## src/rtl/seg7_scan_reader.sv

```systemverilog
// seg7_scan_reader
// Watches a multiplexed 4-digit 7-segment display bus and turns it back
// into the 16-bit value being shown. Each digit dwell must be stable for
// STABLE_CYC samples before it is captured. Captured patterns are decoded
// to hex nibbles, and a frame is published once all four digits are seen.
//
// Ports:
//   clk          sole clock, rising edge
//   reset        asynchronous, active-low reset
//   a..g         segment levels, active-high (a top, g middle)
//   sel[3:0]     one-hot digit select, sel[0] = least-significant nibble
//   value[15:0]  last complete frame
//   value_valid  one-cycle pulse when value is updated
//   frame_err    set when the published frame contained an illegal pattern
module seg7_scan_reader #(
   parameter int STABLE_CYC = 4
) (
   input  logic        clk,
   input  logic        reset,
   input  logic        a,
   input  logic        b,
   input  logic        c,
   input  logic        d,
   input  logic        e,
   input  logic        f,
   input  logic        g,
   input  logic [3:0]  sel,
   output logic [15:0] value,
   output logic        value_valid,
   output logic        frame_err
);

   localparam logic [7:0] CAP_AT = 8'(STABLE_CYC - 1);

   logic [10:0] sample;
   logic [10:0] sample_q;
   logic [7:0]  cnt;
   logic [7:0]  cnt_next;
   logic        cap_flag;
   logic        cap_flag_next;
   logic        changed;
   logic        capture;

   logic        one_hot;
   logic [1:0]  dig_idx;
   logic [3:0]  dig_bit;
   logic [3:0]  nibble;
   logic        illegal;

   logic [15:0] shadow;
   logic [15:0] shadow_upd;
   logic [3:0]  mask;
   logic [3:0]  mask_upd;
   logic        err_acc;
   logic        err_upd;

   assign sample  = {sel, a, b, c, d, e, f, g};
   assign changed = (sample != sample_q);

   // Dwell tracking: the counter is compared against the incoming sample,
   // so the edge that registers a new value is already count 0. The capture
   // flag stops a long dwell (including a saturated counter) from being
   // captured twice.
   always_comb begin
      cnt_next      = 8'd0;
      cap_flag_next = 1'b0;
      if (!changed) begin
         cnt_next      = (cnt == 8'hFF) ? cnt : cnt + 8'd1;
         cap_flag_next = cap_flag;
      end
      capture = (cnt_next == CAP_AT) && one_hot && !cap_flag_next;
      if (capture) begin
         cap_flag_next = 1'b1;
      end
   end

   // Turn the one-hot select into a digit index; blank or multi-hot
   // selects are flagged as not capturable.
   always_comb begin
      one_hot = 1'b1;
      dig_idx = 2'd0;
      case (sample[10:7])
         4'b0001: dig_idx = 2'd0;
         4'b0010: dig_idx = 2'd1;
         4'b0100: dig_idx = 2'd2;
         4'b1000: dig_idx = 2'd3;
         default: one_hot = 1'b0;
      endcase
      dig_bit = 4'b0001 << dig_idx;
   end

   // Segment pattern {a..g} back to its hex nibble; anything not in the
   // table reads as 0 and marks the frame as erroneous.
   always_comb begin
      nibble  = 4'h0;
      illegal = 1'b0;
      case (sample[6:0])
         7'b1111110: nibble = 4'h0;
         7'b0110000: nibble = 4'h1;
         7'b1101101: nibble = 4'h2;
         7'b1111001: nibble = 4'h3;
         7'b0110011: nibble = 4'h4;
         7'b1011011: nibble = 4'h5;
         7'b1011111: nibble = 4'h6;
         7'b1110000: nibble = 4'h7;
         7'b1111111: nibble = 4'h8;
         7'b1111011: nibble = 4'h9;
         7'b1110111: nibble = 4'hA;
         7'b0011111: nibble = 4'hB;
         7'b1001110: nibble = 4'hC;
         7'b0111101: nibble = 4'hD;
         7'b1001111: nibble = 4'hE;
         7'b1000111: nibble = 4'hF;
         default:    illegal = 1'b1;
      endcase
   end

   // Frame assembly: a digit seen twice before the frame closes means the
   // scan restarted, so the partial frame collapses to just this digit.
   always_comb begin
      shadow_upd = shadow;
      shadow_upd[{dig_idx, 2'b00} +: 4] = nibble;
      if (mask[dig_idx]) begin
         mask_upd = dig_bit;
         err_upd  = illegal;
      end else begin
         mask_upd = mask | dig_bit;
         err_upd  = err_acc | illegal;
      end
   end

   // State registers; a completed frame publishes on the same edge as the
   // capture that completed it.
   always_ff @(posedge clk or negedge reset) begin
      if (!reset) begin
         sample_q    <= '0;
         cnt         <= '0;
         cap_flag    <= 1'b0;
         shadow      <= '0;
         mask        <= '0;
         err_acc     <= 1'b0;
         value       <= '0;
         value_valid <= 1'b0;
         frame_err   <= 1'b0;
      end else begin
         sample_q    <= sample;
         cnt         <= cnt_next;
         cap_flag    <= cap_flag_next;
         value_valid <= 1'b0;
         if (capture) begin
            shadow <= shadow_upd;
            if (mask_upd == 4'hF) begin
               value       <= shadow_upd;
               frame_err   <= err_upd;
               value_valid <= 1'b1;
               mask        <= '0;
               err_acc     <= 1'b0;
            end else begin
               mask    <= mask_upd;
               err_acc <= err_upd;
            end
         end
      end
   end

endmodule

```

## config.mk

```make
export PLATFORM = sky130hd
export DESIGN_NAME = seg7_scan_reader
export DESIGN_NICKNAME = d
export VERILOG_FILES = /design/src/rtl/seg7_scan_reader.sv
export SDC_FILE = /design/constraint.sdc
export NUM_CORES = 1
export LEC_CHECK = 0
export CORE_ASPECT_RATIO = 1.25
export CORE_MARGIN = 2
export CORE_UTILIZATION = 45
export DETAILED_ROUTE_END_ITERATION = 8
export HOLD_SLACK_MARGIN = 0.08
export PLACE_DENSITY = 0.65
export SYNTH_ARGS = -nofsm -noshare
export SYNTH_HDL_FRONTEND = slang
export SYNTH_SLANG_ARGS = --single-unit
export TNS_END_PERCENT = 10
```

## constraint.sdc

```tcl
create_clock -name clk -period 2.3 [get_ports clk]
set_input_delay 0.345 -clock clk [delete_from_list [all_inputs] [get_ports clk]]
set_output_delay 0.345 -clock clk [all_outputs]
set_load 0.005 [all_outputs]
```

==> results by group <==
Outcome
  – Status: finished with violations
  – Failing checks: negative setup slack

Timing
  – Unrepaired setup endpoints after global routing: yes
  – Hold Fails Final Rpt: 0
  – Clk_skew: around 6.5 ps
  – Normalized max-slew margin: 58.0%
  – Hold Slack: between 300 and 400 ps
  – Period Utilization, post-route: 101%
  – Max-slew violations: 0
  – Worst setup margin: -22.2 ps
  – Post-layout min period: 2320 ps
  – # setup viols final: 4
  – FMAX: 431 MHz
  – Tightest Pin Transition: approximately 620 ps

Clock tree
  – Sink Count: a little under 60
  – Clock Tree Buf Depth: 2
  – Clock transition at path regs: 60 ps
  – Root Driver: clkbuf_8
  – TritonCTS buffer count: 9
  – Number of H-tree levels: 3
  – CTS tree: yes
  – Worst skew pair latency: 340 ps

Worst setup path
  – Critical path depth in cells: 9
  – Critical path data arrival time: 2550 ps
  – WP buf/inv: 3
  – CP Class: primary input to flop
  – R2r worst-path depth: 5
  – Worst Path Required: 2530 ps
  – Top cell family by delay on the critical path: buffers and inverters
  – Max Fanout on Critical Path: 8
  – CP Cell Sequence: clkdlybuf4s50_1 > buf_4 > nand2b_1 > nor3_1 > o21ai_0 > nor4b_2 > buf_4 > o22ai_1 > mux2_4
  – Slowest-stage cell, CP: nor4b_2
  – Crit end category: flop
  – Longest individual stage delay on the worst path: 500 ps
  – Most frequent CP cell: buf_4
  – Type of origin of the critical path: primary input

Global route
  – First-pass GRT wire length: around 13000 um
  – Largest net degree at the start of global routing: 37
  – Gr usage total: 21.7%
  – Grt ovf: 0
  – Initial antenna violation count: 0
  – Vias in the first global route: 2804

Finish
  – Final core utilization: 64.0%
  – Post-route cell area: 0.00447 mm^2
  – FILL cells: approximately 600
  – # diodes: 0
  – Nets: 430
  – Layout cell share with drive strength beyond 1: between 30% and 40%
  – Area growth from synthesis to layout: 37.7%

Yosys
  – Post-Syn Area: around 0.0032 mm^2
  – Prevailing post-synth register cell: dfrtp_1
  – Async set-reset flop share out of synthesis: 100%
  – Multiplexer area fraction after synthesis: under 10%
  – Synth top cells by count: dfrtp_1 (59), inv_1 (20), nor2_1 (18), o22ai_1 (18), o2bb2ai_1 (16)
  – Yosys top cell area share: a little under half
  – Post-Synth Simple-Gate Area: 17.2%
  – Cell with the most instances after synthesis: dfrtp_1
  – Post-synthesis sequential area ratio: 45.5%
  – Synth Register Bits: 59
  – Synthesized area per cell: roughly 10 um^2
  – Compound-Gate Fraction of Synth Area: 16.0%
  – Synth unique cells: 58
  – Yosys top cell by area: dfrtp_1
  – Syn Inst Count: 310
  – Post-synthesis adder-cell area fraction: slightly above 3%
  – Syn_nets: 331
  – Largest family of logic cells by synthesized area: simple AND/OR/NAND/NOR gates
  – Synth warn: 0
  – Area contributors post-synth: dfrtp_1 (46%), mux2_4 (4.6%), o2bb2ai_1 (4.3%), xor2_1 (3.8%), o22ai_1 (3.5%)
  – Post-synthesis xor/xnor area fraction: 5.40%
  – Post-synth EDFFs: 0

Routing
  – DRT iter0 DRCs: 228
  – Final WL: 7850 um
  – Post-detailed-route wirelength per cell: 15.6 um
  – Initial DRT Pass Iterations: 4
  – Post-DRT Antenna Nets: 0
  – Drt drc: 0
  – Via/cell ratio: 5.41
  – DR vias: 2723

Placement
  – Gpl congestion: 0.864
  – Port-buffer cells: 30
  – Cell area after placement: 0.00414 mm^2
  – DP HPWL: 5640 um
  – DP Worst Slack: -612 ps

Die
  – Die Y: between 90 and 100 um
  – Io pins: 31
  – Die X: 79.9 um
  – Die area: 0.00791 mm^2
  – Row count: 34
  – Core Box Area: about 0.0070 mm^2
  – Initial Util: roughly 46%

Pwr
  – Clock share of power: 39.4%
  – Worst vdd ir: 0.412 mV
  – P_sw: approximately 0.00052 W
  – Total power: 0.00216 W
  – Combinational power share: a little under an eighth
  – Sw frac: 24.2%
  – Static Leakage: 1.90 nW
  – Seq pwr share: 48.7%
  – Power per cell area: a little under 500 mW/mm^2
  – Internal cell power: 0.00164 W

Job
  – Max-Cap Viols: 0

Worst hold path
  – Hold Path Class: primary input to flop
  – Hold Path Depth: 1
area by class of cell:
class | count | area, um^2 | share of cell area [%]
Tap cell | 90 | 113 | 2.52
Timing Repair Buffer | 106 | 892 | 20.0
Sequential cell | 59 | 1480 | 33.1
Clock buffer | 13 | 169 | 3.78
Inverter | 20 | 77.6 | 1.74
Clock inverter | 2 | 10.0 | 0.224
Multi-Input combinational cell | 213 | 1730 | 38.7
per-stage QoR:
stage                     std cells  setup TNS [ps]
after detailed placement        485          -21260
final                           503           -53.2
after global routing            503           -2480
after floorplan                 310           -2480
after CTS                       502               0
after global placement          485          -20520
power groups by stage:
stage | logic (W) | registers, W | clock network, W
2_1_floorplan | 0.000120 | 0.00107 | 0
3_3_place_gp | 0.000245 | 0.00107 | 0
3_5_place_dp | 0.000248 | 0.00107 | 0
4_1_cts | 0.000252 | 0.00105 | 0.000879
5_1_grt | 0.000281 | 0.00105 | 0.000934
6_report | 0.000255 | 0.00105 | 0.000851
cells by family after synthesis:
kind of cell / after synthesis
compound gates: 73
xor+xnor: 20
mux: 18
buf+inv: 38
fa+ha+maj: 8
simple gates: 94
flops: 59
per-layer routing:
metal | part of all wire (%) | wire, um | track usage [%] | up-vias
li1 | - | - | - | 1342
met2 | 50 | 3930 | 34.6 | 32
met5 | 0 | 0 | 0 | -
met4 | 1.8 | 140 | 7.95 | 0
met3 | 3.0 | 233 | 5.31 | 13
met1 | 45 | 3540 | 28.5 | 1336
registers in the layout (all words and copies together), names as in the netlist:
| signal | flops |
|---|---|
| err_acc | 1 |
| sample_q | 11 |
| cnt | 8 |
| cap_flag | 1 |
| value_valid | 1 |
| mask | 4 |
| frame_err | 1 |
| shadow | 16 |
| value | 16 |
worst paths after layout:
check / startpoint / to / slack, ps
worst min-delay path: f / sample_q[1] / 350
worst max-delay path: a / value[6] / -20
worst max register to register: cnt[5] / mask[2] / 10
max in group asynchronous: reset / cnt[3] / 1160
worst min register to register: shadow[11] / shadow[11] / 490
min in group asynchronous: reset / sample_q[4] / 540
cell usage in the layout, fill, tap and decap left out, drive strengths merged, types with 3 or more instances in the layout:
master         synthesis  layout
a211oi                 3       3
a21oi                 10      10
a22o                   6       6
a31oi                  3       3
buf                    7      76
clkbuf                11      13
clkdlybuf4s50          0      23
dfrtp                 59      59
dlygate4sd2            0       6
ha                     8       8
inv                   20      20
mux2                  17      17
nand2                 14      14
nand2b                 4       4
nand3                 12      12
nand3b                 3       3
nand4                  3       3
nand4b                 3       3
nor2                  18      18
nor3                   6       6
nor3b                  6       6
nor4                   5       5
o21ai                  6       6
o22ai                 18      18
o2bb2ai               16      16
or4                    3       3
xnor2                  6       6
xor2                  14      14
what timing repair did:
item | in CTS | in global routing
pin swaps | 8 | 7
setup endpoints to repair | 38 | 37
cloned | 0 | 0
hold endpoints to repair | 23 | 0
gates resized for setup | 26 | 8
setup buffers | 1 | 1
hold buffers | 1 | 0
No activity file was read; power rests on OpenSTA's default activity.
